$ cat src/rtl/mux_scan_serializer_pkg.sv
// Shared definitions for the mux scan serializer: state encoding, channel
// count, select width and settle-counter width.
package mux_scan_serializer_pkg;

  localparam int NUM_CH = 8;
  localparam int SEL_W  = 3;
  localparam int CNT_W  = 4;

  typedef enum logic [1:0] {
    ST_IDLE   = 2'd0,
    ST_SETTLE = 2'd1,
    ST_SAMPLE = 2'd2,
    ST_HOLD   = 2'd3
  } state_e;

  // First channel visited by a scan.
  function automatic logic [SEL_W-1:0] start_ch(input int msb_first);
    return (msb_first != 0) ? SEL_W'(NUM_CH - 1) : '0;
  endfunction

  // Channel that terminates a scan.
  function automatic logic [SEL_W-1:0] end_ch(input int msb_first);
    return (msb_first != 0) ? '0 : SEL_W'(NUM_CH - 1);
  endfunction

endpackage

$ cat src/rtl/mux_scan_serializer_seq.sv
// Scan sequencer: state register, settle counter and select stepper.
// Ports:
//   clk, rst_n     clock, asynchronous active-low reset
//   load_i         a word is accepted this cycle (only meaningful in IDLE)
//   abort_i        abandon the current scan (ignored in IDLE)
//   bit_hs_i       serial bit handshake this cycle
//   state_o        current state
//   state_d_o      next state (used by the top to register in_ready)
//   sel_o          current mux select
//   last_o         current select is the terminating channel
module mux_scan_seq
  import mux_scan_serializer_pkg::*;
#(
  parameter int MSB_FIRST = 0,
  parameter int SETTLE    = 1
) (
  input  logic             clk,
  input  logic             rst_n,
  input  logic             load_i,
  input  logic             abort_i,
  input  logic             bit_hs_i,
  output state_e           state_o,
  output state_e           state_d_o,
  output logic [SEL_W-1:0] sel_o,
  output logic             last_o
);

  localparam logic [CNT_W-1:0] SETTLE_CNT = CNT_W'(SETTLE);
  localparam logic [CNT_W-1:0] CNT_ONE    = CNT_W'(1);
  localparam logic [SEL_W-1:0] SEL_ONE    = SEL_W'(1);
  localparam logic [SEL_W-1:0] START_CH   = start_ch(MSB_FIRST);
  localparam logic [SEL_W-1:0] END_CH     = end_ch(MSB_FIRST);
  // With no settle time a select change goes straight to the sample cycle.
  localparam state_e           AFTER_SEL  = (SETTLE > 0) ? ST_SETTLE : ST_SAMPLE;

  state_e           state_q, state_d;
  logic [CNT_W-1:0] cnt_q, cnt_d;
  logic [SEL_W-1:0] sel_q, sel_d;

  assign last_o = (sel_q == END_CH);

  always_comb begin
    state_d = state_q;
    cnt_d   = cnt_q;
    sel_d   = sel_q;
    case (state_q)
      ST_IDLE: begin
        if (load_i) begin
          sel_d   = START_CH;
          cnt_d   = SETTLE_CNT;
          state_d = AFTER_SEL;
        end
      end
      ST_SETTLE: begin
        if (abort_i) begin
          state_d = ST_IDLE;
        end else begin
          cnt_d = cnt_q - CNT_ONE;
          // <= guards against a zero count ever stalling here.
          if (cnt_q <= CNT_ONE) state_d = ST_SAMPLE;
        end
      end
      ST_SAMPLE: begin
        state_d = abort_i ? ST_IDLE : ST_HOLD;
      end
      ST_HOLD: begin
        if (abort_i) begin
          state_d = ST_IDLE;
        end else if (bit_hs_i) begin
          if (last_o) begin
            state_d = ST_IDLE;
          end else begin
            sel_d   = (MSB_FIRST != 0) ? (sel_q - SEL_ONE) : (sel_q + SEL_ONE);
            cnt_d   = SETTLE_CNT;
            state_d = AFTER_SEL;
          end
        end
      end
      default: state_d = ST_IDLE;
    endcase
  end

  always_ff @(posedge clk or negedge rst_n) begin
    if (!rst_n) begin
      state_q <= ST_IDLE;
      cnt_q   <= '0;
      sel_q   <= '0;
    end else begin
      state_q <= state_d;
      cnt_q   <= cnt_d;
      sel_q   <= sel_d;
    end
  end

  assign state_o   = state_q;
  assign state_d_o = state_d;
  assign sel_o     = sel_q;

endmodule

$ cat src/rtl/mux_scan_serializer.sv
// Drives an 8:1 mux with a held word, steps its select through all eight
// channels, samples the mux output after a settle time and streams one bit
// per channel. Each sample is compared with the held word; any disagreement
// sets a sticky error flag, giving an in-system self-check of the mux.
// Ports:
//   clk, rst_n                 clock, asynchronous active-low reset
//   in_valid/in_ready/in_data  8-bit word input handshake
//   abort                      abandon the current scan
//   mux_i, mux_sel, mux_y      connection to the mux (data, select, output)
//   bit_valid/bit_ready        serial bit handshake
//   bit_out, bit_last, bit_idx sampled value, end-of-word marker, channel
//   err                        sticky mismatch flag, cleared on load
module mux_scan_serializer
  import mux_scan_serializer_pkg::*;
#(
  parameter int MSB_FIRST = 0,
  parameter int SETTLE    = 1
) (
  input  logic             clk,
  input  logic             rst_n,
  input  logic             in_valid,
  output logic             in_ready,
  input  logic [7:0]       in_data,
  input  logic             abort,
  output logic [7:0]       mux_i,
  output logic [SEL_W-1:0] mux_sel,
  input  logic             mux_y,
  output logic             bit_valid,
  input  logic             bit_ready,
  output logic             bit_out,
  output logic             bit_last,
  output logic [SEL_W-1:0] bit_idx,
  output logic             err
);

  state_e           state, state_nxt;
  logic [SEL_W-1:0] sel;
  logic             last_ch;
  logic             load, bit_hs;

  logic             in_ready_q, in_ready_d;
  logic [7:0]       mux_i_q, mux_i_d;
  logic             bit_valid_q, bit_valid_d;
  logic             bit_out_q, bit_out_d;
  logic             bit_last_q, bit_last_d;
  logic [SEL_W-1:0] bit_idx_q, bit_idx_d;
  logic             err_q, err_d;

  assign load   = in_valid && in_ready_q;
  assign bit_hs = bit_valid_q && bit_ready;

  mux_scan_seq #(
    .MSB_FIRST (MSB_FIRST),
    .SETTLE    (SETTLE)
  ) u_seq (
    .clk       (clk),
    .rst_n     (rst_n),
    .load_i    (load),
    .abort_i   (abort),
    .bit_hs_i  (bit_hs),
    .state_o   (state),
    .state_d_o (state_nxt),
    .sel_o     (sel),
    .last_o    (last_ch)
  );

  always_comb begin
    mux_i_d     = mux_i_q;
    err_d       = err_q;
    bit_valid_d = bit_valid_q;
    bit_out_d   = bit_out_q;
    bit_last_d  = bit_last_q;
    bit_idx_d   = bit_idx_q;
    // Registered ready tracks the sequencer's next state, so it is high
    // exactly while the sequencer sits in IDLE (and low during reset).
    in_ready_d  = (state_nxt == ST_IDLE);
    case (state)
      ST_IDLE: begin
        if (load) begin
          mux_i_d = in_data;
          err_d   = 1'b0;
        end
      end
      ST_SAMPLE: begin
        if (abort) begin
          bit_valid_d = 1'b0;
          bit_last_d  = 1'b0;
        end else begin
          bit_out_d   = mux_y;
          bit_idx_d   = sel;
          bit_last_d  = last_ch;
          bit_valid_d = 1'b1;
          if (mux_y != mux_i_q[sel]) err_d = 1'b1;
        end
      end
      ST_SETTLE, ST_HOLD: begin
        // Abort wins over a simultaneous handshake; either way the bit is done.
        if (abort) begin
          bit_valid_d = 1'b0;
          bit_last_d  = 1'b0;
        end else if (bit_hs) begin
          bit_valid_d = 1'b0;
        end
      end
      default: ;
    endcase
  end

  always_ff @(posedge clk or negedge rst_n) begin
    if (!rst_n) begin
      in_ready_q  <= 1'b0;
      mux_i_q     <= '0;
      bit_valid_q <= 1'b0;
      bit_out_q   <= 1'b0;
      bit_last_q  <= 1'b0;
      bit_idx_q   <= '0;
      err_q       <= 1'b0;
    end else begin
      in_ready_q  <= in_ready_d;
      mux_i_q     <= mux_i_d;
      bit_valid_q <= bit_valid_d;
      bit_out_q   <= bit_out_d;
      bit_last_q  <= bit_last_d;
      bit_idx_q   <= bit_idx_d;
      err_q       <= err_d;
    end
  end

  assign in_ready  = in_ready_q;
  assign mux_i     = mux_i_q;
  assign mux_sel   = sel;
  assign bit_valid = bit_valid_q;
  assign bit_out   = bit_out_q;
  assign bit_last  = bit_last_q;
  assign bit_idx   = bit_idx_q;
  assign err       = err_q;

endmodule

$ cat config.mk
export PLATFORM = sky130hd
export DESIGN_NAME = mux_scan_serializer
export DESIGN_NICKNAME = d
export VERILOG_FILES = /design/src/rtl/mux_scan_serializer_pkg.sv /design/src/rtl/mux_scan_serializer_seq.sv /design/src/rtl/mux_scan_serializer.sv
export SDC_FILE = /design/constraint.sdc
export NUM_CORES = 1
export LEC_CHECK = 0
export CAP_MARGIN = 10
export CORE_MARGIN = 4
export CORE_UTILIZATION = 47
export CTS_BUF_LIST = sky130_fd_sc_hd__clkbuf_16
export DETAILED_ROUTE_END_ITERATION = 7
export GPL_ROUTABILITY_DRIVEN = 0
export GPL_TIMING_DRIVEN = 0
export PLACE_DENSITY_LB_ADDON = 0.3
export SLEW_MARGIN = 20
export SYNTH_ARGS = -nofsm -noshare
export SYNTH_HDL_FRONTEND = slang
export SYNTH_SLANG_ARGS = --single-unit
$ cat constraint.sdc
create_clock -name clk -period 2.3 [get_ports clk]
set_input_delay 0.69 -clock clk [delete_from_list [all_inputs] [get_ports clk]]
set_output_delay 0.69 -clock clk [all_outputs]
set_load 0.05 [all_outputs]
==> out/results.txt, run 1 <==
Synth Flop Type = dfrtp_1
I/O pins = 33
Input/output buffers = 32
Status = completed
Startpoint Class = register
GRT overflow = 0
Slowest CP cell = clkdlybuf4s50_1
CTS tree = done
Leakage = 0.745 nW
Critical setup path kind = register to output pin
HP Class = input port to async pin
H-Tree Depth = 1
Pwr per Cell Area = 1400 mW/mm^2
Initial DRT Pass Iterations = 4
First-iteration detailed-routing DRC count = 31
Sink Count = 25
Top-count cell post-synth = dfrtp_1
Kind of cell adding the most delay to the critical path = buffers and inverters
Post-synth ARST share = 100%
Post-synth top area cell = dfrtp_1
Avg WL per Cell = 15.9 um
Vias in the first global route = 1029
Top post-synthesis cells by area = dfrtp_1 50%, mux2_2 12%, ha_1 4.0%
Crit-path max cell delay = 0.84 ns
RSZ-0062 raised after global routing = no
Number of hold violations in the final report = 0
#FFs+latches synth = 25
Die span in y = 59.6 um
Setup_tns = 0 ns
Met1 global-route usage = 20.8%
Initial core utilization = 50.2%
Root Driver = clkbuf_16
Critical Path, Cell by Cell = clkdlybuf4s50_1
Final hold slack = 0.419 ns
NumNets Final = 158
Placed Cells incl. Taps = 165
Share of the synthesized area in the top cell type = 49.9%
R2r setup slk = 0.30 ns
Post-synth EDFFs = 0
Crit. End Element = output pin
Leading cell types by count after synthesis = 25 x dfrtp_1, 13 x mux2_2, 6 x inv_1
Worst-path clk slew = 0.06 ns
Largest net degree at the start of global routing = 26
Final Cycle Share = 96.5%
Die area = 0.00356 sq mm
N_diodes = 0
Layout cell share with drive strength beyond 1 = 19.4%
Worst VDD drop = 1.08 mV
Average cell area after synthesis = 12.2 sq um
Slew @ Worst Pin = 0.552 ns
FP Rows = 18
Met2 usage = 29.0%
Final instance area = 0.00169 sq mm
Syn Inst Count = 103
Num CTS Buffers = 3
Worst-Skew Late Latency = 0.25 ns
Final Max Slew Viols = 0
Yosys warnings = 0
Area delta synth->final = 34.5%
Non-filler cells, final = 169
Via/cell ratio = 5.49
Origin of the critical flop-to-flop path = u_seq.sel_o[0]
Grt met3 use = 3.92%
Die W = 59.6 um
Top fanout value on the critical path = 5
Total wire length = 2690 um
Worst Setup SP = u_seq.sel_o[1]
Clock period minus worst slack = 2.22 ns
Detailed Place HPWL = 2040 um
Via count = 928
Layer with the highest usage = met2
Placeable Area = 0.00250 sq mm
Initial antenna violation count = 0
Final setup violation count = 0
Buf/Inv on CP = 1
Fmax = 450 MHz
First-pass GRT wire length = 4570 um
DRT antenna net count = 0
Post-synthesis sequential area ratio = 49.9%
Setup ws final = 0.0795 ns
CP arrival = 1.53 ns
DR DRC count = 0
Max_cap viols = 0
Synth cell types = 35
Net Count, Synth = 121
Pre-CTS WS = -0.0337 ns
Mapped Area = 0.00125 sq mm
Overall routing resource usage = 16.9%
Clock Skews = 0.00412 ns
Data required time of the worst path = 1.61 ns
Relative max-transition margin = 63.2%
Placed inst area = 0.00161 sq mm
Max clock buf depth = 2
-- through the flow --
step           power [mW]  util, %
2_1_floorplan        1.61        -
3_3_place_gp         1.96     64.5
3_5_place_dp         2.00     64.5
4_1_cts              2.38     67.6
5_1_grt              2.50     67.5
6_report             2.36     67.5
-- cell usage in the layout (no fill, tap or decap), types with 3 or more instances in the layout --
cell type / count
clkdlybuf4s50_1: 29
dfrtp_1: 25
mux2_2: 13
inv_1: 7
nand2_1: 5
nor2_1: 5
o21ai_0: 5
buf_2: 4
ha_1: 4
mux2i_1: 3
a22o_1: 3
clkbuf_16: 3
-- flip-flops by register name, summed over array words and instances (netlist names), 2 cells and up --
signal         flops
u_seq.state_o      2
bit_idx            3
mux_i              8
u_seq.cnt_q        4
u_seq.sel_o        3
-- area by class of cell --
cell class	count	area, sq um
buffer	4	18.8
clock buffer	3	75.1
clock inverter	1	3.75
fill	188	813
inverter	6	22.5
multi-input combinational	68	587
sequential	25	626
tap	30	37.5
timing repair buffer	32	317
-- repair_timing --
item,CTS,global route
endpoints found under the hold margin,0,0
pin swaps,0,0
gates resized for setup,1,1
setup endpoints to repair,1,1
buffers inserted,0,0
hold buffers,0,0
-- where the power goes --
part	total (mW)	internal (mW)	switching (mW)
Combinational	1.25	0.502	0.748
Sequential	0.738	0.602	0.136
Clock	0.376	0.232	0.144
-- layer usage --
metal	vias up	wire (um)
met5	-	0
met4	0	21
met3	4	140
met2	27	1330
met1	453	1200
li1	444	-
-- path summary, 6_finish.rpt --
check	end	cells past startpoint
max	mux_sel[1]	1
min	mux_i[2]	1
max reg2reg	u_seq.cnt_q[2]	5
min reg2reg	bit_out	1
max in group asynchronous	u_seq.state_o[0]	1
min in group clk	bit_out	1
-- kinds of logic after synthesis --
logic type,after synthesis,share of synthesized area [%]
flip-flops,25,49.9
buffers and inverters,10,3.29
AO/OA/AOI/OAI,22,13.7
AND/OR/NAND/NOR,22,10.1
XOR/XNOR,2,1.40
multiplexers,18,17.7
adder cells (fa/ha/maj),4,3.99
Note: power is estimated with default switching activity, not from simulation.
==> inputs of run 2 (changes only) <==
- ABC_CLOCK_PERIOD_IN_PS: default -> 2300
==> results of run 2 <==
The final DEF is identical to that of run 1; final timing and power are the same.
